<file path="src/rtl/counter_seq_pkg.sv">
// -----------------------------------------------------------------------------
// counter_seq_pkg
// Shared types for the counter run controller.
//   seq_state_e : controller state encoding (IDLE=0 .. DONE=4)
//   seq_mode_e  : run mode as latched at start
//   decode_mode : maps the raw 2-bit mode input onto a run mode
// -----------------------------------------------------------------------------
package counter_seq_pkg;

  typedef enum logic [2:0] {
    ST_IDLE     = 3'd0,
    ST_CLEAR    = 3'd1,
    ST_RUN_UP   = 3'd2,
    ST_RUN_DOWN = 3'd3,
    ST_DONE     = 3'd4
  } seq_state_e;

  typedef enum logic [1:0] {
    MODE_ONESHOT  = 2'b00,
    MODE_PERIODIC = 2'b01,
    MODE_BOUNCE   = 2'b10
  } seq_mode_e;

  // Raw encoding 11 is reserved and behaves as ONESHOT. A counter with a
  // modulus below 3 has its top and bottom flags on the same count, so a
  // triangle run cannot turn around; such builds run BOUNCE as PERIODIC.
  function automatic seq_mode_e decode_mode(input logic [1:0] raw,
                                            input logic       bounce_ok);
    seq_mode_e m;
    case (raw)
      2'b01:   m = MODE_PERIODIC;
      2'b10:   m = bounce_ok ? MODE_BOUNCE : MODE_PERIODIC;
      default: m = MODE_ONESHOT;
    endcase
    return m;
  endfunction

endpackage

</file>
<file path="src/rtl/seq_lap_counter.sv">
// -----------------------------------------------------------------------------
// seq_lap_counter
// Lap bookkeeping for the run controller.
//   clk, reset    : clock and synchronous active-high reset
//   clear_i       : zero the lap count (new run); wins over inc_i
//   inc_i         : one lap completed this cycle
//   laps_i        : latched lap target, 0 = unlimited
//   lap_count_o   : completed laps
//   final_lap_o   : the lap completing now (if inc_i) reaches the target
// -----------------------------------------------------------------------------
module seq_lap_counter
  import counter_seq_pkg::*;
#(
  parameter int LAPS_W = 8
) (
  input  logic              clk,
  input  logic              reset,
  input  logic              clear_i,
  input  logic              inc_i,
  input  logic [LAPS_W-1:0] laps_i,
  output logic [LAPS_W-1:0] lap_count_o,
  output logic              final_lap_o
);

  logic [LAPS_W-1:0] lap_q;
  logic [LAPS_W-1:0] lap_d;
  logic [LAPS_W-1:0] lap_plus1;
  logic              unlimited;
  logic              saturated;

  assign lap_plus1 = lap_q + 1'b1;
  assign unlimited = (laps_i == '0);
  assign saturated = &lap_q;

  // With a non-zero target the run ends on the matching lap, so the count
  // can never pass the target; only unlimited runs need saturation.
  assign final_lap_o = !unlimited && (lap_plus1 == laps_i);

  always_comb begin
    lap_d = lap_q;
    if (clear_i) begin
      lap_d = '0;
    end else if (inc_i && !(unlimited && saturated)) begin
      lap_d = lap_plus1;
    end
  end

  always_ff @(posedge clk) begin
    if (reset) begin
      lap_q <= '0;
    end else begin
      lap_q <= lap_d;
    end
  end

  assign lap_count_o = lap_q;

endmodule

</file>
<file path="src/rtl/counter_sequencer.sv">
// -----------------------------------------------------------------------------
// counter_sequencer
// Run controller for an external modulo up/down counter with synchronous
// clear. Provides ONESHOT, PERIODIC and BOUNCE runs with lap counting,
// pause, stop and a one-cycle done pulse.
//
// Parameters
//   MODULO  : modulus of the controlled counter (only affects BOUNCE support)
//   LAPS_W  : width of the lap target and lap counter
// Ports
//   clk, reset            : clock, synchronous active-high reset
//   start, stop, pause    : run request (IDLE only), abort, freeze
//   mode, laps            : run mode and lap target (0 = unlimited)
//   tc_top, tc_bottom     : counter flags, count==MODULO-1 / count==1
//   cnt_enable            : counter enable (Mealy)
//   cnt_up_down           : counter direction, 1 = up (Mealy)
//   cnt_clear_n           : active-low synchronous clear to the counter
//   busy, done, lap_count : status
//
// Build option
//   SEQ_AUTO_RESTART_EN : when defined, DONE with start high (and stop low)
//   goes straight to CLEAR, re-latching the configuration; done still pulses.
// -----------------------------------------------------------------------------
module counter_sequencer
  import counter_seq_pkg::*;
#(
  parameter int MODULO = 32,
  parameter int LAPS_W = 8
) (
  input  logic              clk,
  input  logic              reset,
  input  logic              start,
  input  logic              stop,
  input  logic              pause,
  input  logic [1:0]        mode,
  input  logic [LAPS_W-1:0] laps,
  input  logic              tc_top,
  input  logic              tc_bottom,
  output logic              cnt_enable,
  output logic              cnt_up_down,
  output logic              cnt_clear_n,
  output logic              busy,
  output logic              done,
  output logic [LAPS_W-1:0] lap_count
);

  localparam logic BOUNCE_OK = (MODULO >= 3);

  seq_state_e        state_q;
  seq_mode_e         mode_q;
  logic [LAPS_W-1:0] laps_q;
  logic              done_q;

  logic start_ok;
  logic ev_top;
  logic ev_bottom;
  logic final_lap;
  logic lap_inc;
  logic lap_clr;
  logic en_c;
  logic up_c;

  // Terminal flags only count as events while the counter is allowed to move.
  assign start_ok  = start && !stop;
  assign ev_top    = tc_top && !pause;
  assign ev_bottom = tc_bottom && !pause;

  // ---------------------------------------------------------------------------
  // Mealy decode: counter controls and lap events for the current cycle.
  // ---------------------------------------------------------------------------
  always_comb begin
    en_c    = 1'b0;
    up_c    = 1'b1;
    lap_inc = 1'b0;
    lap_clr = 1'b0;

    case (state_q)
      ST_IDLE: begin
        lap_clr = start_ok;
      end

      ST_RUN_UP: begin
        en_c = !pause;
        if (ev_top) begin
          case (mode_q)
            MODE_PERIODIC: begin
              // Non-final laps let the counter wrap to 0; the final one
              // leaves it parked on MODULO-1.
              lap_inc = 1'b1;
              en_c    = !final_lap;
            end
            MODE_BOUNCE: begin
              // Turn around on the top count itself so the next value is
              // MODULO-2 rather than a wrap to 0.
              up_c = 1'b0;
            end
            default: begin
              en_c = 1'b0;
            end
          endcase
        end
      end

      ST_RUN_DOWN: begin
        up_c = 1'b0;
        en_c = !pause;
        // Stepping 1 -> 0 completes the lap; the counter ends a BOUNCE on 0.
        lap_inc = ev_bottom;
      end

      ST_DONE: begin
`ifdef SEQ_AUTO_RESTART_EN
        lap_clr = start_ok;
`endif
      end

      default: begin
      end
    endcase

    // Abort: freeze the counter where it is and keep the lap count.
    if (stop && state_q != ST_IDLE) begin
      en_c    = 1'b0;
      lap_inc = 1'b0;
    end

    if (reset) begin
      en_c    = 1'b0;
      lap_inc = 1'b0;
    end
  end

  // ---------------------------------------------------------------------------
  // State register, latched configuration and registered done.
  // ---------------------------------------------------------------------------
  always_ff @(posedge clk) begin
    if (reset) begin
      state_q <= ST_IDLE;
      mode_q  <= MODE_ONESHOT;
      laps_q  <= '0;
      done_q  <= 1'b0;
    end else begin
      done_q <= 1'b0;
      case (state_q)
        ST_IDLE: begin
          if (start_ok) begin
            state_q <= ST_CLEAR;
            mode_q  <= decode_mode(mode, BOUNCE_OK);
            laps_q  <= laps;
          end
        end

        ST_CLEAR: begin
          state_q <= stop ? ST_IDLE : ST_RUN_UP;
        end

        ST_RUN_UP: begin
          if (stop) begin
            state_q <= ST_IDLE;
          end else if (ev_top) begin
            case (mode_q)
              MODE_PERIODIC: begin
                if (final_lap) begin
                  state_q <= ST_DONE;
                  done_q  <= 1'b1;
                end
              end
              MODE_BOUNCE: begin
                state_q <= ST_RUN_DOWN;
              end
              default: begin
                state_q <= ST_DONE;
                done_q  <= 1'b1;
              end
            endcase
          end
        end

        ST_RUN_DOWN: begin
          if (stop) begin
            state_q <= ST_IDLE;
          end else if (ev_bottom) begin
            if (final_lap) begin
              state_q <= ST_DONE;
              done_q  <= 1'b1;
            end else begin
              state_q <= ST_RUN_UP;
            end
          end
        end

        ST_DONE: begin
`ifdef SEQ_AUTO_RESTART_EN
          if (start_ok) begin
            state_q <= ST_CLEAR;
            mode_q  <= decode_mode(mode, BOUNCE_OK);
            laps_q  <= laps;
          end else begin
            state_q <= ST_IDLE;
          end
`else
          state_q <= ST_IDLE;
`endif
        end

        default: begin
          state_q <= ST_IDLE;
        end
      endcase
    end
  end

  seq_lap_counter #(
    .LAPS_W (LAPS_W)
  ) u_laps (
    .clk         (clk),
    .reset       (reset),
    .clear_i     (lap_clr),
    .inc_i       (lap_inc),
    .laps_i      (laps_q),
    .lap_count_o (lap_count),
    .final_lap_o (final_lap)
  );

  assign cnt_enable  = en_c;
  assign cnt_up_down = up_c;
  // Reset also clears the counter so both sides leave reset together.
  assign cnt_clear_n = !reset && (state_q != ST_CLEAR);
  assign busy        = (state_q != ST_IDLE);
  assign done        = done_q;

endmodule

</file>
<file path="config.mk">
export PLATFORM = sky130hd
export DESIGN_NAME = counter_sequencer
export DESIGN_NICKNAME = d
export VERILOG_FILES = /design/src/rtl/counter_seq_pkg.sv /design/src/rtl/seq_lap_counter.sv /design/src/rtl/counter_sequencer.sv
export SDC_FILE = /design/constraint.sdc
export NUM_CORES = 1
export LEC_CHECK = 0
export BUFFER_PORTS_ARGS = -buffer_cell sky130_fd_sc_hd__buf_2
export CORE_MARGIN = 5
export CORE_UTILIZATION = 50
export DETAILED_ROUTE_END_ITERATION = 16
export PLACE_DENSITY = 0.84
export SYNTH_ARGS = -nofsm -noshare
export SYNTH_HDL_FRONTEND = slang
export SYNTH_HIERARCHICAL = 1
export SYNTH_SLANG_ARGS = --single-unit
</file>
<file path="constraint.sdc">
create_clock -name clk -period 2.8 [get_ports clk]
set_input_delay 0.28 -clock clk [delete_from_list [all_inputs] [get_ports clk]]
set_output_delay 0.28 -clock clk [all_outputs]
set_load 0.02 [all_outputs]
</file>
==> metrics, run 1 <==
ant diodes 0; top cells by area, synth dfxtp_1, nor2_1, mux2i_1; max-slew violations 0; RSZ-0062 raised after global routing no; row count 19; Setup TNS Final 0 ns; post-route ant nets 0; Power Total between 0.7 and 0.8 mW; DRC errors left 0; min Tclk post-route about 2.6 ns; most frequent cells in the layout buf_2, nor2_1, dfxtp_1, nand2_1, mux2i_1; first drt pass iteration count 4; layout cells sized above 1 27.27%; Starting Density a little over 50%; CTS buffer count 3; leading cell type in the layout, fill and taps excluded buf_2; Yosys top cell area share 31.63%; WS Path Type reg2out; hold path startpoint laps[2]; area growth from synthesis to layout 17.34%; worst reg2reg path startpoint u_laps/lap_count_o[2]$_SDFFE_PP0P_; pin count of the biggest net entering global routing 18; clock tree buffer depth 2; core box area 2710 um^2; final setup vio count 0; CP endpoint kind output port; largest family of logic cells by synthesized area simple AND/OR/NAND/NOR gates; Final Cell Area 1634 um^2; worst vdd rail ir drop between 300 and 400 uV; fill count between 200 and 250; total track usage approximately 16%; CTS sink count 22; CP Launch Type flop; simple-gate share of the synthesized area slightly above 30%; multiplexer area fraction after synthesis around 8.2%; Post-Synth Adder-Cell Area about 3.6%; Synth Area in Compound Gates 10.60%; die span in x between 60 and 70 um; syn_nets 188; CTS tree built; largest area contributor in the netlist dfxtp_1; Pwr Density 466.9 nW/um^2; initial DRC count 47; final hold violation count 0; HP Class in2reg; Fin Clk Skew around 0.0032 ns; H-tree levels 1; DIE HEIGHT 62.78 um; DP Wirelength 2327 um; Leak Pwr between 0.7 and 0.8 nW; die area 3941 um^2; Synth Register Bits 22; clk slew on worst S/H paths between 0.1 and 0.15 ns; Crit Path Max Fanout 5; critical path arrival roughly 2.4 ns; Nets between 200 and 250; placed inst area around 1600 um^2; clk_lat worst skew 0.32 ns; # IOs 30; status completed; Max-Cap Viols 0; vias per cell 5.524; Seq/Total Area, Yosys 31.63%; Mapped Avg Cell Area roughly 8.3 um^2; post-synth cell types 39; routed via count 1265; final RePlAce weighted congestion between 0.8 and 0.9; Routed WL per cell around 13 um; drt total wl slightly above 3000 um; first-pass GRT wire length ~5400 um; post-route clock period utilization between 90% and 100%; Post-Synth XOR/XNOR Area around 10%; clock root buffer master clkbuf_4; crit path launch u_laps/lap_count_o[2]$_SDFFE_PP0P_; achievable frequency 378.4 MHz; PortBufs 29; vias in the first global route 1246; initial antenna violation count 0; CP required 2.52 ns; Least-Margin Pin Slew around 0.51 ns; Gate Count Post-Synth 167; slew margin rel. roughly 66%; Mapped Area ~1400 um^2; Ys Warns 6; GRT overflow 0
## metal layers
metal	global-route usage [%]	up-vias	routed length, um
li1	-	644	-
met1	20.07	583	1414
met2	27.85	34	1457
met3	3.597	4	183
met4	6.101	0	30
met5	0	-	0
## flip-flops by register name, summed over array words and instances (netlist names)
| name | cells |
|---|---|
| u_laps/lap_count_o | 8 |
| done | 1 |
| state_q | 3 |
| mode_q | 2 |
| laps_q | 8 |
## cell usage after synthesis (all sizes together)
master   number
buf           4
xnor2         7
xor2          9
nor2         28
or3b          1
inv           7
and4          1
nand3         7
a21oi         8
or3           1
nand2b        4
nand4b        2
dfxtp        22
a41o          1
clkbuf        2
nand4         5
o21ai         3
nor2b         3
and3          5
o21bai        1
a2111oi       1
a211oi        2
nor3b         1
nand2        13
a31oi         2
nor4          4
a311oi        3
ha            4
or2           1
and2          1
mux2i        11
nor3          3
## worst max-delay path, stage by stage, from the launching register on
cell and delay, ns:
dfxtp_4 0.40, nand3_2 0.14, or3_4 0.41, and3_1 0.17, a211oi_2 0.21, nor4_2 0.08, nor2b_1 0.11, o21bai_1 0.07
a311oi_1 0.25, buf_2 0.20
## layout make-up
type | instances | area, um^2 | area share [%]
clock buffer | 3 | 22.52 | 1.378
sequential | 22 | 452.9 | 27.72
tap | 31 | 38.79 | 2.374
inverter | 7 | 26.28 | 1.608
clock inverter | 1 | 30.03 | 1.838
multi-input combinational | 132 | 888.4 | 54.36
timing repair buffer | 33 | 175.2 | 10.72
## stage by stage
stage,worst slack (ns),instances,util (%),hold slack [ns]
after CTS,0.02384,228,59.28,0.1778
after detailed placement,0.4318,224,57.34,0.4936
final,0.1571,229,60.30,0.1802
after floorplan,0.1905,167,-,0.3491
after global routing,0.003122,229,60.30,0.1756
after global placement,0.4863,224,57.34,0.4650
## power breakdown
group / internal, mW / total (mW) / switching (mW)
clock network: 0.145 / 0.251 / 0.107
registers: 0.324 / 0.351 / 0.0264
logic: 0.0718 / 0.161 / 0.0890
## timing repair
| item | CTS | global route |
|---|---|---|
| hold buffers | 0 | 0 |
| setup buffers | 0 | 1 |
| endpoints found under the setup margin | 0 | 1 |
| resized for setup | 0 | 9 |
## worst paths after layout
kind	cells after the start	slack [ns]	endpoint
worst max-delay path	9	0.16	cnt_enable
worst min-delay path	3	0.18	laps_q[2]$_SDFFE_PP0P_
worst max register to register	10	0.52	state_q[0]$_SDFFE_PP0P_
worst min register to register	2	0.51	u_laps/lap_count_o[1]$_SDFFE_PP0P_
## cells by family after synthesis
family	count (synthesis)
XOR/XNOR	16
AND/OR/NAND/NOR	80
buffers and inverters	13
multiplexers	11
AO/OA/AOI/OAI	21
flip-flops	22
adder cells (fa/ha/maj)	4
(Power assumes the default switching activity.)
==> run 2, diff against run 1 <==
==> constraint.sdc (replaced) <==
create_clock -name clk -period 2.6 [get_ports clk]
set_input_delay 0.26 -clock clk [delete_from_list [all_inputs] [get_ports clk]]
set_output_delay 0.26 -clock clk [all_outputs]
set_load 0.02 [all_outputs]
==> metrics, run 2 (synthesized netlist as in run 1, its figures left out) <==
core box area 2710 um^2 (unchanged); CTS buffer count 3 (unchanged); max-slew violations 0 (unchanged); DIE HEIGHT 62.78 um (unchanged); placed cells 227 (+1.3%); Pwr Density 478.6 nW/um^2 (+2.5%); row count 19 (unchanged); area growth from synthesis to layout 22.37%; grt peak-use layer met2; DRC errors left 0 (unchanged); Routed WL per cell 13.49 um (+0.13%); vias in the first global route 1249 (+0.24%); GR met2 Demand/Resource 27.46% (-0.39 points); post-route clock period utilization between 90 and 100%; worst hold slack 0.1639 ns (-0.01636 ns); post-route ant nets 0 (unchanged); final hold violation count 0 (unchanged); CTS tree built; GR Layer Usage met3 4.676% (+1.1 points); most frequent cells in the layout buf_2, nor2_1, dfxtp_1, nand2_1; worst reg2reg setup slack 0.39 ns (-0.13 ns); Setup WS pre-CTS 0.1223 ns (-0.3095 ns); H-tree levels 1 (unchanged); status completed; placed inst area 1577 um^2 (+1.4%); worst reg2reg path startpoint u_laps/lap_count_o[0]$_SDFFE_PP0P_; layout cells sized above 1 30.39% (+3.1 points); clk_lat worst skew 0.32 ns (about the same); vias per cell 5.311 (-3.9%); slew margin rel. 64.92% (-0.65 points); CP required 2.34 ns (-0.18 ns); ant diodes 0 (unchanged); clock tree buffer depth 2 (unchanged); final RePlAce weighted congestion 0.8614 (+2.2%); post-layout util 62.88% (+2.6 points); HP Class in2reg; final setup vio count 0 (unchanged); first-pass GRT wire length 5582 um (+3.3%); Setup TNS Final 0 ns (unchanged); CP Launch Type flop; Power Total 0.8156 mW (+6.9%); Post-Layout Cell Count 235 (+2.6%); hold path startpoint laps[2]; CP endpoint kind output port; initial DRC count 44 (-6.4%); WHS Path Cells 3 (unchanged); WS Path Type reg2out; r2r worst-path depth 11 (+1); setup slack after layout 0.07207 ns (-0.08504 ns); initial antenna violation count 0 (unchanged); # IOs 30 (unchanged); Leak Pwr 0.7577 nW (+5.0%); drt total wl 3170 um (+2.8%); critical path arrival 2.27 ns (-0.09 ns); clock root buffer master clkbuf_4; pin count of the biggest net entering global routing 18 (unchanged); die area 3941 um^2 (unchanged); Fin Clk Skew 0.01377 ns (+0.01058 ns); Final Cell Area 1704 um^2 (+4.3%); hold worst-path end laps_q[2]$_SDFFE_PP0P_; die span in x 62.78 um (unchanged); Starting Density 51.39% (unchanged); PortBufs 29 (unchanged); total track usage 16.94% (+0.54 points); Crit Path Max Fanout 4 (-1); Least-Margin Pin Slew 0.5249 ns (+0.01318 ns); routed via count 1248 (-1.3%); RSZ-0062 raised after global routing yes; hold buffer count at cts 0 (unchanged); Max-Cap Viols 0 (unchanged); first drt pass iteration count 4 (unchanged); leading cell type in the layout, fill and taps excluded buf_2; clk slew on worst S/H paths 0.13 ns (about the same); min Tclk post-route about 2.5 ns; worst vdd rail ir drop 424.3 uV (+37%); GRT overflow 0 (unchanged); achievable frequency 395.6 MHz; Nets 226 (+2.7%); capturing point of the worst reg2reg path state_q[0]$_SDFFE_PP0P_; DP Wirelength 2296 um (-1.4%); CTS sink count 22 (unchanged); met1 usage 22.00% (+1.9 points)
## run 2: power breakdown
part           leakage [nW]  switching [mW]  total (mW)  internal [mW]
clock network        0.0279           0.105       0.261          0.156
logic                 0.549          0.0981       0.176         0.0783
registers             0.181          0.0281       0.378          0.350
## run 2: worst max-delay path by stage
| stage | slack, ns | depth (start not counted) | to | startpoint |
|---|---|---|---|---|
| 3_3_place_gp | 0.19 | 11 | cnt_enable | u_laps/lap_count_o[0]$_SDFFE_PP0P_ |
| 3_5_place_dp | 0.12 | 11 | cnt_enable | u_laps/lap_count_o[0]$_SDFFE_PP0P_ |
| 5_1_grt | -0.16 | 10 | cnt_enable | u_laps/lap_count_o[0]$_SDFFE_PP0P_ |
| 4_1_cts | 0.03 | 10 | cnt_enable | u_laps/lap_count_o[1]$_SDFFE_PP0P_ |
| 6_report | 0.07 | 9 | cnt_enable | u_laps/lap_count_o[1]$_SDFFE_PP0P_ |
| 2_1_floorplan | 0.01 | 8 | cnt_enable | u_laps/lap_count_o[0]$_SDFFE_PP0P_ |
## run 2: area by class of cell
| cell class | count | area (um^2) |
|---|---|---|
| inverter | 7 | 26.28 |
| clock inverter | 1 | 30.03 |
| clock buffer | 3 | 22.52 |
| timing repair buffer | 39 | 220.2 |
| sequential | 22 | 450.4 |
| fill | 234 | 1006 |
| multi-input combinational | 132 | 915.9 |
| tap | 31 | 38.79 |
## run 2: metal layers
layer  share of wire, %  wire (um)
met1                 47       1492
met2                 47       1503
met3                4.2        132
met4                1.3         41
met5                  0          0
## run 2: repair_timing
action	4_1_cts	5_1_grt
gates resized for setup	10	3
buffers inserted	3	2
setup endpoints to repair	1	1
pin swaps	7	5
## run 2: worst max-delay path: stages (launching register included)
cell and delay [ns]:
dfxtp_4 0.39, nand3_2 0.09, or3_4 0.35, and3_4 0.16, a211oi_2 0.24, nor4_4 0.08, nor2b_1 0.12, o21bai_1 0.07
a311oi_1 0.25, buf_2 0.20
